<file path="config.mk">
export PLATFORM = sky130hd
export DESIGN_NAME = peak_filter
export DESIGN_NICKNAME = d
export VERILOG_FILES = /design/src/rtl/peak_filter.sv
export SDC_FILE = /design/constraint.sdc
export NUM_CORES = 2
export LEC_CHECK = 0
export ABC_AREA = 1
export CAP_MARGIN = 25
export CORE_UTILIZATION = 55
export DETAILED_ROUTE_END_ITERATION = 10
export GPL_TIMING_DRIVEN = 0
export PLACE_DENSITY_LB_ADDON = 0.08
export SLEW_MARGIN = 15
export SYNTH_ARGS = -nofsm -noshare
export SYNTH_HDL_FRONTEND = slang
export SYNTH_SLANG_ARGS = --single-unit
</file>
<file path="constraint.sdc">
create_clock -name Clk -period 9 [get_ports Clk]
set_clock_uncertainty 0.15 [all_clocks]
set_input_delay 2.7 -clock Clk [delete_from_list [all_inputs] [get_ports Clk]]
set_output_delay 2.7 -clock Clk [all_outputs]
set_load 0.005 [all_outputs]
</file>
<file path="src/rtl/peak_filter.sv">
// +--------------------------------------------------------------------------+
// | peak_filter: Direct Form I biquad on one time-shared multiplier.          |
// | Optional PEAK_FILTER_SAT_COUNT_EN adds the Sat_Count clip counter port.   |
// | Revision: 1.0                                                             |
// +--------------------------------------------------------------------------+
`default_nettype none

module peak_filter #(
  parameter int DATA_W    = 24,
  parameter int COEF_W    = 16,
  parameter int COEF_FRAC = 14,
  parameter int ACC_W     = 44
) (
  input  logic              Clk,
  input  logic              Reset_n,
  input  logic [DATA_W-1:0] D_Boosted,
  input  logic              Sample_Valid,
  input  logic [COEF_W-1:0] B0,
  input  logic [COEF_W-1:0] B1,
  input  logic [COEF_W-1:0] B2,
  input  logic [COEF_W-1:0] A1,
  input  logic [COEF_W-1:0] A2,
  input  logic              Bypass,
  output logic [DATA_W-1:0] D_Filtered,
  output logic              Out_Valid,
  output logic              Busy,
  output logic              Overrun
`ifdef PEAK_FILTER_SAT_COUNT_EN
  ,
  output logic [15:0]       Sat_Count
`endif
);

  localparam int PROD_W = DATA_W + COEF_W;

  localparam logic [1:0] S_IDLE = 2'd0;
  localparam logic [1:0] S_MAC  = 2'd1;
  localparam logic [1:0] S_DONE = 2'd2;

  localparam logic [2:0] LAST_TAP = 3'd4;

  localparam logic signed [ACC_W-1:0] RND_HALF = ACC_W'(2 ** (COEF_FRAC - 1));
  localparam logic signed [ACC_W-1:0] SAT_POS  = ACC_W'((2 ** (DATA_W - 1)) - 1);
  localparam logic signed [ACC_W-1:0] SAT_NEG  = -SAT_POS;

  logic [1:0] state;
  logic [1:0] state_nxt;
  logic [2:0] tap;

  logic capture;
  logic mac_en;
  logic done_en;

  logic signed [DATA_W-1:0] x0;
  logic signed [DATA_W-1:0] x1;
  logic signed [DATA_W-1:0] x2;
  logic signed [DATA_W-1:0] y1;
  logic signed [DATA_W-1:0] y2;
  logic signed [COEF_W-1:0] coef_b0;
  logic signed [COEF_W-1:0] coef_b1;
  logic signed [COEF_W-1:0] coef_b2;
  logic signed [COEF_W-1:0] coef_a1;
  logic signed [COEF_W-1:0] coef_a2;
  logic                     byp_q;
  logic signed [ACC_W-1:0]  acc;

  logic signed [DATA_W-1:0] op_x;
  logic signed [COEF_W-1:0] op_c;
  logic signed [PROD_W-1:0] prod;
  logic signed [ACC_W-1:0]  prod_ext;
  logic signed [ACC_W-1:0]  rnd_sum;
  logic signed [ACC_W-1:0]  rnd_q;
  logic signed [DATA_W-1:0] sat_val;
  logic                     clipped;

  // ---------------------------------------------------------------- FSM
  always_ff @(posedge Clk) begin
    if (!Reset_n) begin
      state <= S_IDLE;
    end else begin
      state <= state_nxt;
    end
  end

  always_comb begin
    state_nxt = state;
    case (state)
      S_IDLE:  if (Sample_Valid) state_nxt = S_MAC;
      S_MAC:   if (tap == LAST_TAP) state_nxt = S_DONE;
      S_DONE:  state_nxt = S_IDLE;
      default: state_nxt = S_IDLE;
    endcase
  end

  always_comb begin
    capture = (state == S_IDLE) && Sample_Valid;
    mac_en  = (state == S_MAC);
    done_en = (state == S_DONE);
    Busy    = (state != S_IDLE);
  end

  // ---------------------------------------------------------------- MAC
  always_comb begin
    op_x = x0;
    op_c = coef_b0;
    case (tap)
      3'd1: begin op_x = x1; op_c = coef_b1; end
      3'd2: begin op_x = x2; op_c = coef_b2; end
      3'd3: begin op_x = y1; op_c = coef_a1; end
      3'd4: begin op_x = y2; op_c = coef_a2; end
      default: ;
    endcase
  end

  assign prod     = PROD_W'(op_x) * PROD_W'(op_c);
  assign prod_ext = ACC_W'(prod);

  // Round half toward +inf, then clip symmetrically so -full-scale never appears.
  assign rnd_sum = acc + RND_HALF;
  assign rnd_q   = rnd_sum >>> COEF_FRAC;

  always_comb begin
    clipped = 1'b0;
    sat_val = rnd_q[DATA_W-1:0];
    if (rnd_q > SAT_POS) begin
      clipped = 1'b1;
      sat_val = SAT_POS[DATA_W-1:0];
    end else if (rnd_q < SAT_NEG) begin
      clipped = 1'b1;
      sat_val = SAT_NEG[DATA_W-1:0];
    end
  end

  // ---------------------------------------------------------------- datapath
  always_ff @(posedge Clk) begin
    if (!Reset_n) begin
      x0         <= '0;
      x1         <= '0;
      x2         <= '0;
      y1         <= '0;
      y2         <= '0;
      coef_b0    <= '0;
      coef_b1    <= '0;
      coef_b2    <= '0;
      coef_a1    <= '0;
      coef_a2    <= '0;
      byp_q      <= 1'b0;
      acc        <= '0;
      tap        <= '0;
      D_Filtered <= '0;
      Out_Valid  <= 1'b0;
      Overrun    <= 1'b0;
    end else begin
      Out_Valid <= 1'b0;
      if (capture) begin
        x0      <= D_Boosted;
        coef_b0 <= B0;
        coef_b1 <= B1;
        coef_b2 <= B2;
        coef_a1 <= A1;
        coef_a2 <= A2;
        byp_q   <= Bypass;
        acc     <= '0;
        tap     <= '0;
      end
      // Feedback taps (k=3,4) are subtracted.
      if (mac_en) begin
        acc <= (tap >= 3'd3) ? (acc - prod_ext) : (acc + prod_ext);
        tap <= tap + 3'd1;
      end
      if (done_en) begin
        x2         <= x1;
        x1         <= x0;
        y2         <= y1;
        y1         <= sat_val;
        D_Filtered <= byp_q ? x0 : sat_val;
        Out_Valid  <= 1'b1;
      end
      if (Sample_Valid && Busy) begin
        Overrun <= 1'b1;
      end
    end
  end

`ifdef PEAK_FILTER_SAT_COUNT_EN
  always_ff @(posedge Clk) begin
    if (!Reset_n) begin
      Sat_Count <= '0;
    end else if (done_en && clipped && (Sat_Count != 16'hFFFF)) begin
      Sat_Count <= Sat_Count + 16'd1;
    end
  end
`endif

endmodule

`default_nettype wire
</file>
==> run summary <==
Final total power = 10900 uW
Logic gate share of total power = 73.7%
Post-Route WL = 119000 um
Reg2reg start = tap[1]
Initial antenna violation count = 2
Post-CTS Hold Buffers = 0
Area of the die = 0.0581 sq mm
Worst Path Required = 9.39 ns
Slew @ Worst Pin = 1.00 ns
Routed wl met3 = 12300 um
Max_cap viols = 0
Clk pwr share = 12.4%
Synth top area cells = fa_1 24%, dfxtp_1 18%, nand2_1 10%
Worst path bufs/invs = 16
Worst reg-to-reg setup slack = -0.83 ns
IO buf count = 133
Minimum clock period = 9.83 ns
Hold Violations, Final = 0
Net count after synthesis = 5132
Setup TNS = -10.62 ns
Routed vias/inst = 5.72
Period utilization = 109%
1st-iter DRT viols = 3317
Failing checks = negative setup slack
Critical Path Max Stage Delay = 0.59 ns
Largest net degree at the start of global routing = 17
WL/cell = 20.7 um
Worst path slowest cell = fa_1
Worst path top cell family by delay = adder cells
FFs w/ async S/R, synth = 0%
Bufs on Longest Clock Path = 3
Share of layout cells above drive strength 1 = 25.0%
First-pass GRT wire length = 180000 um
Hold Path Origin = coef_b1[7]
Fmax = 102 MHz
Starting Density = 55.7%
Sw frac = 50.9%
# setup viols final = 22
Most frequent cells in the layout = 704 x inv_1, 703 x nand2_1, 687 x nor2_1, 348 x fa_1, 273 x dfxtp_1
Worst Setup SP = tap[1]
Status = complete, but fails checks
Placeable Area = 0.0564 sq mm
Mapped Cells = 4501
Yosys top cell by area = fa_1
Htree depth = 1
Switching power = 5540 uW
PwrDens = 256 mW/mm^2
Peak supply drop = 311 uV
Critical Path End Type = flip-flop
Design Area, Final = 0.0425 sq mm
Seq pwr share = 13.8%
Fin. max-slew vios = 0
Post-synth top area share = 23.9%
Placed Area = 0.0341 sq mm
Boundary Pins = 135
Post-synthesis cell area = 0.0314 sq mm
RSZ-0062 raised after global routing = true
Row count = 87
YS warnings = 0
DR top layer = met5
Grt ovf = 0
Synth unique cells = 60
Routed Antenna Nets = 0
EDFF count, synth = 0
Yosys reg bits = 276
Root buffer cell = clkbuf_16
Post-route DRC = 0
DP HPWL = 84400 um
Nets = 5612
Worst EP arrival = 10.22 ns
Pre-CTS setup slack = -2.45 ns
Most common cell after layout, fill and taps aside = inv_1
Relative slew slack = 33.1%
Mean post-synth cell area = 6.98 sq um
Via count = 32975
Post-synthesis sequential area ratio = 17.6%
Pre-antenna DRT Iters = 6
Worst Setup Start Kind = flip-flop
RD Place Congestion = 0.996
Die Y = 241 um
Pint = 5340 uW
Hold crit path type = flip-flop to flip-flop
Gr usage total = 40.5%
CTS tree = built
Crit Path Class = flip-flop to flip-flop
Clock sink total = 276
Worst-path clk slew = 0.06 ns
Metal2 WL = 52700 um
Cts bufs inserted = 31
Setup ws final = -0.829 ns
Most common flop cell mapped by yosys = dfxtp_1
Area delta synth->final = 35.2%
Vias in the first global route = 32469
Leak Pwr = 0.0195 uW
WL met1 = 46000 um
Worst Path Max Fanout = 6
Clock Latency Late Sink = 0.61 ns
Width of the die = 241 um
[area by class of cell]
cell class / count / area (sq um)
fillers: 4183 / 13900
diodes: 1 / 2.50
clock inverters: 12 / 169
multi-input cells: 3220 / 26000
repair inverters: 1 / 8.76
clock buffers: 45 / 918
flip-flops and latches: 276 / 5540
well taps: 756 / 946
plain buffers: 169 / 1360
repair buffers: 447 / 4210
inverters: 835 / 3300
[path summary, 6_finish.rpt]
| check | end | cells past startpoint |
|---|---|---|
| max | acc[43] | 53 |
| max reg2reg | acc[43] | 53 |
| min reg2reg | coef_b1[7] | 2 |
| min | coef_b1[7] | 2 |
[sequential cells by signal, summed over array words and instances (netlist names), 24 cells and up]
register	flops
y2	24
x1	24
x0	24
acc	44
D_Filtered	24
y1	24
x2	24
[synthesized netlist by cell type (19+ instances only)]
| master | count |
|---|---|
| nand2_2 | 23 |
| dfxtp_1 | 276 |
| nand3_2 | 19 |
| nand2_1 | 850 |
| a21boi_0 | 28 |
| ha_1 | 148 |
| nor3_1 | 33 |
| nand3_1 | 200 |
| inv_1 | 811 |
| nand4_1 | 31 |
| clkbuf_1 | 151 |
| o211ai_1 | 27 |
| a221oi_1 | 39 |
| xor2_1 | 58 |
| xnor2_1 | 20 |
| o21ai_1 | 30 |
| a21oi_1 | 156 |
| o21ai_0 | 249 |
| nor2_1 | 793 |
| fa_1 | 375 |
[power groups by stage]
stage	clock, uW	sequential (uW)	combinational [uW]
after floorplan	0	1430	3510
after global placement	0	1500	4780
after detailed placement	0	1500	4800
after CTS	1350	1480	6520
after global routing	1410	1510	8550
final	1350	1500	8030
[metrics by stage]
stage | utilization, % | hold slack (ns) | instances
after global placement | 60.4 | 0.289 | 5390
after floorplan | - | 0.275 | 4501
after global routing | 75.4 | 0.329 | 5761
after CTS | 72.3 | 0.307 | 5703
after detailed placement | 60.4 | 0.295 | 5391
final | 75.4 | 0.309 | 5762
[cells by family (layout without fill, tap and decap cells)]
kind of cell / count (synthesis) / after routing / share of synthesized area [%]
AO/OA/AOI/OAI: 584 / 584 / 10.7
XOR/XNOR: 85 / 85 / 2.57
adder cells (fa/ha/maj): 523 / 523 / 29.8
buffers and inverters: 1005 / 1509 / 12.1
flip-flops: 276 / 276 / 17.6
other: 0 / 1 / 0
AND/OR/NAND/NOR: 2028 / 2028 / 27.2
[metal layers]
metal  up-vias  global-route usage (%)
li1      14819                       -
met1     15826                    52.5
met2      1774                    63.2
met3       554                    7.93
met4         2                    23.5
met5         -                       0
[timing repair]
action,4_1_cts,5_1_grt
gates resized for setup,826,326
pin swaps,272,170
buffers inserted,248,58
setup endpoints to repair,34,30
gates cloned,10,0
hold endpoints to repair,0,0
[tightest hold or removal path: stages, from the launching register on]
cell,delay (ns)
dfxtp_1,0.30
inv_1,0.06
a21oi_1,0.05
No activity file was read; power rests on OpenSTA's default activity.
